--- config.mk ---
export PLATFORM = sky130hd
export DESIGN_NAME = core_mem_arbiter
export DESIGN_NICKNAME = d
export VERILOG_FILES = /design/src/rtl/core_mem_pkg.sv /design/src/rtl/arb_resp_fifo.sv /design/src/rtl/core_mem_arbiter.sv
export SDC_FILE = /design/constraint.sdc
export NUM_CORES = 1
export LEC_CHECK = 0
export CORE_AREA = 4 4 107 109
export CTS_CLUSTER_SIZE = 8
export DETAILED_ROUTE_END_ITERATION = 6
export DIE_AREA = 0 0 111 113
export DONT_BUFFER_PORTS = 1
export GPL_ROUTABILITY_DRIVEN = 0
export PLACE_DENSITY_LB_ADDON = 0.15
export SLEW_MARGIN = 20
export SYNTH_ARGS = -nofsm -noshare
export SYNTH_HDL_FRONTEND = slang
export SYNTH_SLANG_ARGS = --single-unit
--- constraint.sdc ---
create_clock -name clk_i -period 2.29 [get_ports clk_i]
set_input_delay 0.5725 -clock clk_i [delete_from_list [all_inputs] [get_ports clk_i]]
set_output_delay 0.5725 -clock clk_i [all_outputs]
set_load 0.02 [all_outputs]
--- src/rtl/core_mem_pkg.sv ---
// Shared types and default sizes for the core memory arbiter.
package core_mem_pkg;

  // Which core port a memory transaction belongs to.
  typedef enum logic {
    SRC_INSTR = 1'b0,
    SRC_DATA  = 1'b1
  } mem_src_e;

  // Default widths used by the arbiter and its response FIFO.
  localparam int unsigned CORE_MEM_ADDR_W          = 32;
  localparam int unsigned CORE_MEM_DATA_W          = 32;
  localparam int unsigned CORE_MEM_MAX_OUTSTANDING = 2;

  // The source that did not win last time; used to break ties.
  function automatic mem_src_e other_src(input mem_src_e s);
    return (s == SRC_INSTR) ? SRC_DATA : SRC_INSTR;
  endfunction

endpackage

--- src/rtl/arb_resp_fifo.sv ---
// Small in-order FIFO holding the source ID of every granted transaction,
// so each memory response can be routed back to the port that issued it.
// The head is readable combinationally so responses route in zero cycles.
module arb_resp_fifo
  import core_mem_pkg::*;
#(
  parameter int unsigned DEPTH = 2
) (
  input  logic                         clk_i,
  input  logic                         rst_i,
  input  logic                         push_i,
  input  mem_src_e                     push_src_i,
  input  logic                         pop_i,
  output mem_src_e                     head_src_o,
  output logic                         full_o,
  output logic                         empty_o,
  output logic [$clog2(DEPTH+1)-1:0]   count_o
);

  localparam int unsigned PTR_W = (DEPTH > 1) ? $clog2(DEPTH) : 1;
  localparam int unsigned CNT_W = $clog2(DEPTH + 1);

  mem_src_e           r_mem [DEPTH];
  logic [PTR_W-1:0]   r_wr_ptr;
  logic [PTR_W-1:0]   r_rd_ptr;
  logic [CNT_W-1:0]   r_count;

  logic               w_full;
  logic               w_empty;
  logic               w_push;
  logic               w_pop;

  // Pointers wrap modulo DEPTH; DEPTH=1 keeps both pointers pinned at 0.
  function automatic logic [PTR_W-1:0] next_ptr(input logic [PTR_W-1:0] p);
    return (p == PTR_W'(DEPTH - 1)) ? '0 : p + 1'b1;
  endfunction

  assign w_full  = (r_count == CNT_W'(DEPTH));
  assign w_empty = (r_count == '0);
  // Guard against overflow/underflow even if a caller misbehaves.
  assign w_push  = push_i & ~w_full;
  assign w_pop   = pop_i & ~w_empty;

  // Storage write; contents need no reset because count marks validity.
  always_ff @(posedge clk_i) begin
    if (w_push) begin
      r_mem[r_wr_ptr] <= push_src_i;
    end
  end

  // Pointer and occupancy tracking; count separates full from empty.
  always_ff @(posedge clk_i or posedge rst_i) begin
    if (rst_i) begin
      r_wr_ptr <= '0;
      r_rd_ptr <= '0;
      r_count  <= '0;
    end else begin
      if (w_push) begin
        r_wr_ptr <= next_ptr(r_wr_ptr);
      end
      if (w_pop) begin
        r_rd_ptr <= next_ptr(r_rd_ptr);
      end
      case ({w_push, w_pop})
        2'b10:   r_count <= r_count + 1'b1;
        2'b01:   r_count <= r_count - 1'b1;
        default: r_count <= r_count;
      endcase
    end
  end

  assign head_src_o = r_mem[r_rd_ptr];
  assign full_o     = w_full;
  assign empty_o    = w_empty;
  assign count_o    = r_count;

endmodule

--- src/rtl/core_mem_arbiter.sv ---
// Shares one single-ported memory between the core's fetch and data ports.
// Round-robin arbitration, a stall lock that keeps a refused request on the
// bus until it is granted, and in-order response routing via a source FIFO.
module core_mem_arbiter
  import core_mem_pkg::*;
#(
  parameter int unsigned ADDR_W          = CORE_MEM_ADDR_W,
  parameter int unsigned DATA_W          = CORE_MEM_DATA_W,
  parameter int unsigned MAX_OUTSTANDING = CORE_MEM_MAX_OUTSTANDING
) (
  input  logic                                   clk_i,
  input  logic                                   rst_i,
  // instruction fetch port
  input  logic                                   instr_req_i,
  input  logic [ADDR_W-1:0]                      instr_addr_i,
  output logic                                   instr_gnt_o,
  output logic                                   instr_rvalid_o,
  output logic [DATA_W-1:0]                      instr_rdata_o,
  // load/store port
  input  logic                                   data_req_i,
  input  logic [ADDR_W-1:0]                      data_addr_i,
  input  logic                                   data_we_i,
  input  logic [DATA_W/8-1:0]                    data_be_i,
  input  logic [DATA_W-1:0]                      data_wdata_i,
  output logic                                   data_gnt_o,
  output logic                                   data_rvalid_o,
  output logic [DATA_W-1:0]                      data_rdata_o,
  // memory side
  output logic                                   mem_req_o,
  output logic [ADDR_W-1:0]                      mem_addr_o,
  output logic                                   mem_we_o,
  output logic [DATA_W/8-1:0]                    mem_be_o,
  output logic [DATA_W-1:0]                      mem_wdata_o,
  input  logic                                   mem_gnt_i,
  input  logic                                   mem_rvalid_i,
  input  logic [DATA_W-1:0]                      mem_rdata_i,
  // status
  output logic [$clog2(MAX_OUTSTANDING+1)-1:0]   outstanding_o,
  output logic                                   err_o
);

  mem_src_e r_last_src;
  mem_src_e r_lock_src;
  logic     r_lock_vld;
  logic     r_err;

  mem_src_e w_sel_src;
  mem_src_e w_head_src;
  logic     w_lock_active;
  logic     w_any_req;
  logic     w_fifo_full;
  logic     w_fifo_empty;
  logic     w_mem_req;
  logic     w_grant;
  logic     w_pop;
  logic     w_spurious;

  // A lock only holds while its owner keeps requesting; a dropped request
  // is a withdrawal and arbitration falls back to the normal rules.
  always_comb begin
    w_lock_active = 1'b0;
    if (r_lock_vld) begin
      w_lock_active = (r_lock_src == SRC_INSTR) ? instr_req_i : data_req_i;
    end
  end

  // Source selection: live lock first, then sole requester, then whoever
  // did not win last time.
  always_comb begin
    w_sel_src = SRC_DATA;
    if (w_lock_active) begin
      w_sel_src = r_lock_src;
    end else if (instr_req_i && data_req_i) begin
      w_sel_src = other_src(r_last_src);
    end else if (instr_req_i) begin
      w_sel_src = SRC_INSTR;
    end else begin
      w_sel_src = SRC_DATA;
    end
  end

  assign w_any_req = instr_req_i | data_req_i;

  // Internal request/grant drive the state; reset gating is applied only on
  // the outputs since every register is already held by the async reset.
  assign w_mem_req = w_any_req & ~w_fifo_full;
  assign w_grant   = w_mem_req & mem_gnt_i;

  // Request payload mux; fetches are always full-word reads.
  always_comb begin
    mem_addr_o  = data_addr_i;
    mem_we_o    = data_we_i;
    mem_be_o    = data_be_i;
    mem_wdata_o = data_wdata_i;
    if (w_sel_src == SRC_INSTR) begin
      mem_addr_o  = instr_addr_i;
      mem_we_o    = 1'b0;
      mem_be_o    = {(DATA_W/8){1'b1}};
      mem_wdata_o = '0;
    end
  end

  assign mem_req_o   = w_mem_req & ~rst_i;
  assign instr_gnt_o = w_grant & ~rst_i & (w_sel_src == SRC_INSTR);
  assign data_gnt_o  = w_grant & ~rst_i & (w_sel_src == SRC_DATA);

  // Responses are matched to the oldest outstanding ID; a response with
  // nothing outstanding is a protocol error and is not routed anywhere.
  assign w_pop      = mem_rvalid_i & ~w_fifo_empty;
  assign w_spurious = mem_rvalid_i & w_fifo_empty;

  assign instr_rvalid_o = w_pop & ~rst_i & (w_head_src == SRC_INSTR);
  assign data_rvalid_o  = w_pop & ~rst_i & (w_head_src == SRC_DATA);
  assign instr_rdata_o  = mem_rdata_i;
  assign data_rdata_o   = mem_rdata_i;

  // Round-robin history: remember who won the most recent grant.
  always_ff @(posedge clk_i or posedge rst_i) begin
    if (rst_i) begin
      r_last_src <= SRC_DATA;
    end else if (w_grant) begin
      r_last_src <= w_sel_src;
    end
  end

  // Stall lock: a refused request keeps its source selected until granted
  // or withdrawn.
  always_ff @(posedge clk_i or posedge rst_i) begin
    if (rst_i) begin
      r_lock_vld <= 1'b0;
      r_lock_src <= SRC_INSTR;
    end else if (w_mem_req && !mem_gnt_i) begin
      r_lock_vld <= 1'b1;
      r_lock_src <= w_sel_src;
    end else if (w_grant) begin
      r_lock_vld <= 1'b0;
    end else if (r_lock_vld && !w_lock_active) begin
      r_lock_vld <= 1'b0;
    end
  end

  // Sticky error flag for responses that arrive with nothing outstanding.
  always_ff @(posedge clk_i or posedge rst_i) begin
    if (rst_i) begin
      r_err <= 1'b0;
    end else if (w_spurious) begin
      r_err <= 1'b1;
    end
  end

  assign err_o = r_err;

  arb_resp_fifo #(
    .DEPTH (MAX_OUTSTANDING)
  ) u_resp_fifo (
    .clk_i      (clk_i),
    .rst_i      (rst_i),
    .push_i     (w_grant),
    .push_src_i (w_sel_src),
    .pop_i      (w_pop),
    .head_src_o (w_head_src),
    .full_o     (w_fifo_full),
    .empty_o    (w_fifo_empty),
    .count_o    (outstanding_o)
  );

endmodule

==> results.toml, run 1 <==
[global_route]
number_of_global_route_vias_before_repair = 1113
gr-total-overflow = 0
grt_pass1_wl_um = 7900
grt_antenna_before_repair = 1
pin_count_of_the_biggest_net_entering_global_routing = 41
track_usage = 0.08147

[status]
run_status = "finished with violations"
failed_checks = "setup timing"

[routing]
dr.first_iter.drc_count = 17
routed_via_density = 3.888
detailroute.via_count = 1077
number_of_optimization_iterations_in_the_first_detailed_route_pass = 4
detail_route.drc_violations = 0
routed_wirelength_normalized_by_instance_count_um = 22.06
antenna_left = 0
detailed_route_wire_length_um = 6112

[floorplan]
fp.dieArea_mm2 = 0.01254
core-area_mm2 = 0.01060
start_util = 0.1593
floorplan.die.height_um = 113
top_level_ports = 280
core.rowCount = 38
die-width_um = 111

[yosys]
synth_flop_cell = "sky130_fd_sc_hd__dfrtp_1"
synth.yosys.warnings = 0
synth.top_cell.area_share = 0.2844
yosys_register_bits = 10
ys_top_cells_by_count = "64 x sky130_fd_sc_hd__buf_4, 32 x sky130_fd_sc_hd__mux2_2, 23 x sky130_fd_sc_hd__and2_1"
synth_cell_type_count = 32
synth-async-reset-ratio = 0.8000
yosys.cell_count.top_type = "sky130_fd_sc_hd__buf_4"
mappedNetlistArea_mm2 = 0.001689
syn-mean-instance-area_um2 = 8.890
syn_inst = 190
yosys.area.top_type = "sky130_fd_sc_hd__buf_4"
post_synth_main_area_contributors = "sky130_fd_sc_hd__buf_4 28%, sky130_fd_sc_hd__mux2_2 21%, sky130_fd_sc_hd__dfrtp_1 10%, sky130_fd_sc_hd__and2_1 8.5%, sky130_fd_sc_hd__and2_4 5.2%"
share_of_synthesized_area_occupied_by_flip_flops_and_latches = 0.1548
synth.net_count = 330
synth-edff-count = 2

[worst_setup_path]
worst_setup_path_start_kind = "register"
crit_type = "reg -> out"
cp_max_fo = 6
critical_path_required_ps = 1720
worst_ep_arrival_time_ps = 1720
cp_capture_type = "output pin"

[sta]
clock_skew_ps = 2.954
final.setup.worst_slack_ps = -2.736
setup_violations = 4
final_min_period_over_clock_period = 1.001
least_margin_pin_slew_ps = 306.9
grt_setup_unrepaired = "yes"
max_slew_margin = 0.7949
setup_tns_ps = -5.515
hold-worst-slack_ps = 217.8
final.min_clock_period_ps = 2293
report.final.hold_viol_count = 0
drv_slew = 0
clock.fmax_ghz = 0.4362

[finish]
num-nets-final = 278
layout-drive-gt1-share = 0.4964
final_design_area_no_fill_mm2 = 0.001680
antenna-diode-count = 0
post_layout_nonfiller_instances = 277
area.growth.synth_to_final_pct = -0.5186
post-route-util = 0.1585

[clock_tree]
cts_max_path_buffers = 2
cts_inserted_buffers = 3
htree_num_levels = 1
cts_num_sinks = 10
cts_root_buffer = "sky130_fd_sc_hd__clkbuf_8"
clock_tree_from_tritoncts = "done"
cts.reportedPaths.clkPinSlew_ps = 50
insertion_delay_ps = 230
cts_hold_repair.buffers = 0

[place]
number_of_buffer_cells_added_on_primary_ports = 0
placement.cell_area_mm2 = 0.001410
numPlacedInstances = 269
place_ws_ps = 205.6
final_hpwl_from_detailed_placement_um = 5035

[pwr]
peakVddDrop_v = 0.0003670
power_mw = 1.652
power_per_cell_area_mw_per_mm2 = 983.3
p_leak_nw = 0.7104

[min_path]
holdCritPathClass = "in -> async"

[job]
maxCapViolations = 0
worst paths after layout:
path / slack, ps / depth (start not counted) / start / end
min reg2reg: 500 / 1 / u_resp_fifo.r_rd_ptr$_DFFE_PP0P_ / u_resp_fifo.r_rd_ptr$_DFFE_PP0P_
max in group asynchronous: 1860 / 2 / rst_i / r_last_src$_DFFE_PP1N_
min in group clk_i: 420 / 1 / mem_gnt_i / r_last_src$_DFFE_PP1N_
max reg2reg: 600 / 7 / u_resp_fifo.count_o[0]$_DFFE_PP0P_ / u_resp_fifo.count_o[1]$_DFFE_PP0P_
min: 220 / 2 / rst_i / u_resp_fifo.count_o[1]$_DFFE_PP0P_
max: -3 / 5 / r_last_src$_DFFE_PP1N_ / mem_addr_o[27]
worst max-delay path, stage by stage, from the launching register on:
cell                        delay [ps]
sky130_fd_sc_hd__dfstp_2           550
sky130_fd_sc_hd__nand2b_4           60
sky130_fd_sc_hd__a31oi_4           220
sky130_fd_sc_hd__buf_12            150
sky130_fd_sc_hd__clkbuf_16         160
sky130_fd_sc_hd__mux2_4            340
layout make-up:
class / instances / area (µm²)
Timing Repair Buffer: 15 / 191.4
Tap cell: 140 / 175.2
Fill cell: 1187 / 8922
Inverter: 7 / 33.78
Clock buffer: 4 / 45.04
Sequential cell: 10 / 262.8
Multi-Input combinational cell: 101 / 972.2
cell usage in the layout (no fill, tap or decap), drive strengths merged, types with 2 or more instances in the layout:
cell type | Yosys | routed
inv | 7 | 7
and2 | 33 | 33
nor2 | 5 | 5
a31oi | 3 | 3
nand2b | 7 | 7
clkbuf | 2 | 5
edfxtp | 2 | 2
mux2 | 32 | 32
dfrtp | 7 | 7
nor3 | 4 | 4
buf | 70 | 14
xnor2 | 4 | 4
flip-flops by register name (all words and copies together) (netlist names):
register              flops
u_resp_fifo.count_o       2
u_resp_fifo.r_mem         2
err_o                     1
r_last_src                1
r_lock_src                1
r_lock_vld                1
u_resp_fifo.r_rd_ptr      1
u_resp_fifo.r_wr_ptr      1
power by group:
part / leakage, nW / internal, mW / switching, mW
Combinational: 0.581 / 0.491 / 0.650
Clock: 0.0228 / 0.122 / 0.0683
Sequential: 0.107 / 0.264 / 0.0583
cell families (layout without fill, tap and decap cells):
group,Yosys count,count (layout),share of synthesized area
AOI/OAI and AO/OA,7,7,0.03704
and+or+nand+nor,55,55,0.2133
xor gates and xnor gates,5,5,0.02592
DFF,10,10,0.1548
buffers and inverters,79,26,0.3422
adders and majority gates,1,1,0.007406
muxes,33,33,0.2193
timing repair:
| action | 4_1_cts | 5_1_grt |
|---|---|---|
| setup endpoints to repair | 28 | 33 |
| gates cloned | 1 | 1 |
| gates resized for setup | 18 | 18 |
| endpoints found under the hold margin | 0 | 0 |
| buffers inserted | 2 | 0 |
| pin swaps | 1 | 0 |
routing by layer:
layer	global-route usage	up-vias	wire length, µm
li1	-	447	-
met1	0.08722	485	2120
met2	0.1428	141	3070
met3	0.05027	4	896
met4	0.007389	0	24
met5	0	-	0
Power figures use the tool's default switching activity.
==> inputs of run 2 (changes only) <==
--- a/config.mk
+++ b/config.mk
@@ -10,8 +10,7 @@
 export DETAILED_ROUTE_END_ITERATION = 6
 export DIE_AREA = 0 0 111 113
 export DONT_BUFFER_PORTS = 1
-export GPL_ROUTABILITY_DRIVEN = 0
-export PLACE_DENSITY_LB_ADDON = 0.15
+export PLACE_DENSITY_LB_ADDON = 0.1
 export SLEW_MARGIN = 20
 export SYNTH_ARGS = -nofsm -noshare
 export SYNTH_HDL_FRONTEND = slang
==> constraint.sdc (replaced) <==
create_clock -name clk_i -period 1.85 [get_ports clk_i]
set_input_delay 0.4625 -clock clk_i [delete_from_list [all_inputs] [get_ports clk_i]]
set_output_delay 0.4625 -clock clk_i [all_outputs]
set_load 0.02 [all_outputs]
==> run 2 against run 1 <==
Against the previous run: the flow still finishes with violations (setup timing); sequential cell count did not move; sequential share of layout area is 1.5 points lower; utilization up 1.8 points; sequential power rose by 22%; register-to-register slack worse by 380 ps; critical path depth unchanged; global-route usage is 0.34 points higher; die area unchanged; combinational power rose by 44%; wire length shrank 2.3%; clock-buffer cell count shrank 1; critical path type unchanged; critical endpoint is now mem_addr_o[0].
==> results.toml, run 2 (synthesis gave the netlist of run 1 again) <==
[status]
run_status = "finished with violations"
failed_checks = "setup timing"

[finish]
final_common_cell = "sky130_fd_sc_hd__and2_4"
layout-drive-gt1-share = 0.7305
area.growth.synth_to_final_pct = 10.59
antenna-diode-count = 0
layout.filler_cells = 1169
num-nets-final = 282
final_design_area_no_fill_mm2 = 0.001868
most_frequent_cells_in_the_layout = "33 x sky130_fd_sc_hd__and2_4, 32 x sky130_fd_sc_hd__mux2_4, 9 x sky130_fd_sc_hd__buf_4"

[pwr]
peakVddDrop_v = 0.0004188
share_comb_of_total_power = 0.723
cellInternalPower_mw = 1.240
netSwitchingPower_mw = 1.021
power_per_cell_area_mw_per_mm2 = 1210
sequentialPowerShare = 0.174
p_leak_nw = 0.8299
power.share.clock = 0.102
power_mw = 2.261
power.switching_fraction = 0.4516

[routing]
routed_via_density = 3.947
antenna_left = 0
detailed_route_wire_length_um = 5969
detailroute.via_count = 1109
routed_wirelength_normalized_by_instance_count_um = 21.24
number_of_optimization_iterations_in_the_first_detailed_route_pass = 3
dr.first_iter.drc_count = 22
detail_route.drc_violations = 0

[clock_tree]
clock_tree_from_tritoncts = "done"
insertion_delay_ps = 230
cts_inserted_buffers = 3
htree_num_levels = 1
cts_root_buffer = "sky130_fd_sc_hd__clkbuf_8"
cts.reportedPaths.clkPinSlew_ps = 50
cts_max_path_buffers = 2
cts_num_sinks = 10
cts_hold_repair.buffers = 0

[floorplan]
floorplan.die.height_um = 113
core-area_mm2 = 0.01060
die-width_um = 111
start_util = 0.1593
core.rowCount = 38
fp.dieArea_mm2 = 0.01254
top_level_ports = 280

[sta]
final.min_clock_period_ps = 2131
max_slew_margin = 0.8090
drv_slew = 0
setup_violations = 71
final_min_period_over_clock_period = 1.152
report.final.hold_viol_count = 0
clock.fmax_ghz = 0.4692
setup_tns_ps = -14840
least_margin_pin_slew_ps = 280.9
hold-worst-slack_ps = 99.47
clock_skew_ps = 4.842
grt_setup_unrepaired = "yes"
final.setup.worst_slack_ps = -281.2

[job]
maxCapViolations = 0

[worst_setup_path]
crit_start = "r_last_src$_DFFE_PP1N_"
r2r_slack_ps = 220
regToRegStartpoint = "u_resp_fifo.count_o[1]$_DFFE_PP0P_"
worst_setup_path_start_kind = "register"
crit_type = "reg -> out"
worst_ep_arrival_time_ps = 1670
cp_max_fo = 8
critical_path_required_ps = 1390
worstRegToRegCells = 5
r2r_endpoint = "u_resp_fifo.count_o[1]$_DFFE_PP0P_"
cp_capture_type = "output pin"

[place]
finalWeightedCongestion = 0.7011
final_hpwl_from_detailed_placement_um = 4993
placement.cell_area_mm2 = 0.001551
place_ws_ps = -103.3
number_of_buffer_cells_added_on_primary_ports = 0

[global_route]
gr-total-overflow = 0
grt_pass1_wl_um = 8335
number_of_global_route_vias_before_repair = 1150
track_usage = 0.08491
grt_antenna_before_repair = 0
pin_count_of_the_biggest_net_entering_global_routing = 41

[min_path]
holdCritPathClass = "in -> async"
==> run 2: changes by cell type in the layout (fill, tap and decap cells not counted), sizes merged <==
| cell | change |
|---|---|
| buf | +5 |
| clkbuf | -2 |
| clkinv | +1 |
==> run 2: cell type report <==
cell class	count	area, µm²	area share
Clock buffer	3	41.29	0.02210
Sequential cell	10	264.0	0.1413
Tap cell	140	175.2	0.09377
Multi-Input combinational cell	101	1104	0.5908
Clock inverter	1	3.754	0.002009
Inverter	7	42.54	0.02277
Timing Repair Buffer	19	237.7	0.1273
==> run 2: routing by layer <==
metal,vias up,GRT usage,share of wire,wire length [µm]
li1,459,-,-,-
met1,484,0.08450,0.31,1824
met2,160,0.1529,0.52,3081
met3,6,0.05348,0.16,966
met4,0,0.01396,0.016,97
met5,-,0,0,0
==> run 2: how the worst max path moves through the flow <==
| stage | end |
|---|---|
| 2_1_floorplan | mem_addr_o[10] |
| 3_3_place_gp | mem_addr_o[0] |
| 3_5_place_dp | mem_addr_o[0] |
| 4_1_cts | mem_addr_o[28] |
| 5_1_grt | mem_addr_o[28] |
| 6_report | mem_addr_o[0] |
==> run 2: power by group through the flow <==
stage	clock network, mW	logic (mW)	registers [mW]
floorplan	0	1.27	0.435
global placement	0	1.35	0.384
detailed placement	0	1.36	0.391
CTS	0.240	1.63	0.388
global route	0.255	1.75	0.405
finish	0.232	1.64	0.394
==> run 2: worst max-delay path: stages (launching register included) <==
cell	delay, ps
sky130_fd_sc_hd__dfstp_2	550
sky130_fd_sc_hd__nand2b_4	60
sky130_fd_sc_hd__a31oi_4	160
sky130_fd_sc_hd__buf_6	160
sky130_fd_sc_hd__buf_12	150
sky130_fd_sc_hd__mux2_4	350
==> run 2: per-stage QoR <==
step           instances    util
2_1_floorplan        190       -
3_3_place_gp         271  0.1463
3_5_place_dp         271  0.1463
4_1_cts              281  0.1735
5_1_grt              281  0.1762
6_report             281  0.1762
==> run 2: timing repair <==
item | 4_1_cts | 5_1_grt
setup buffers | 4 | 0
cloned | 3 | 0
pin swaps | 6 | 2
setup endpoints to repair | 73 | 73
resized for setup | 71 | 7
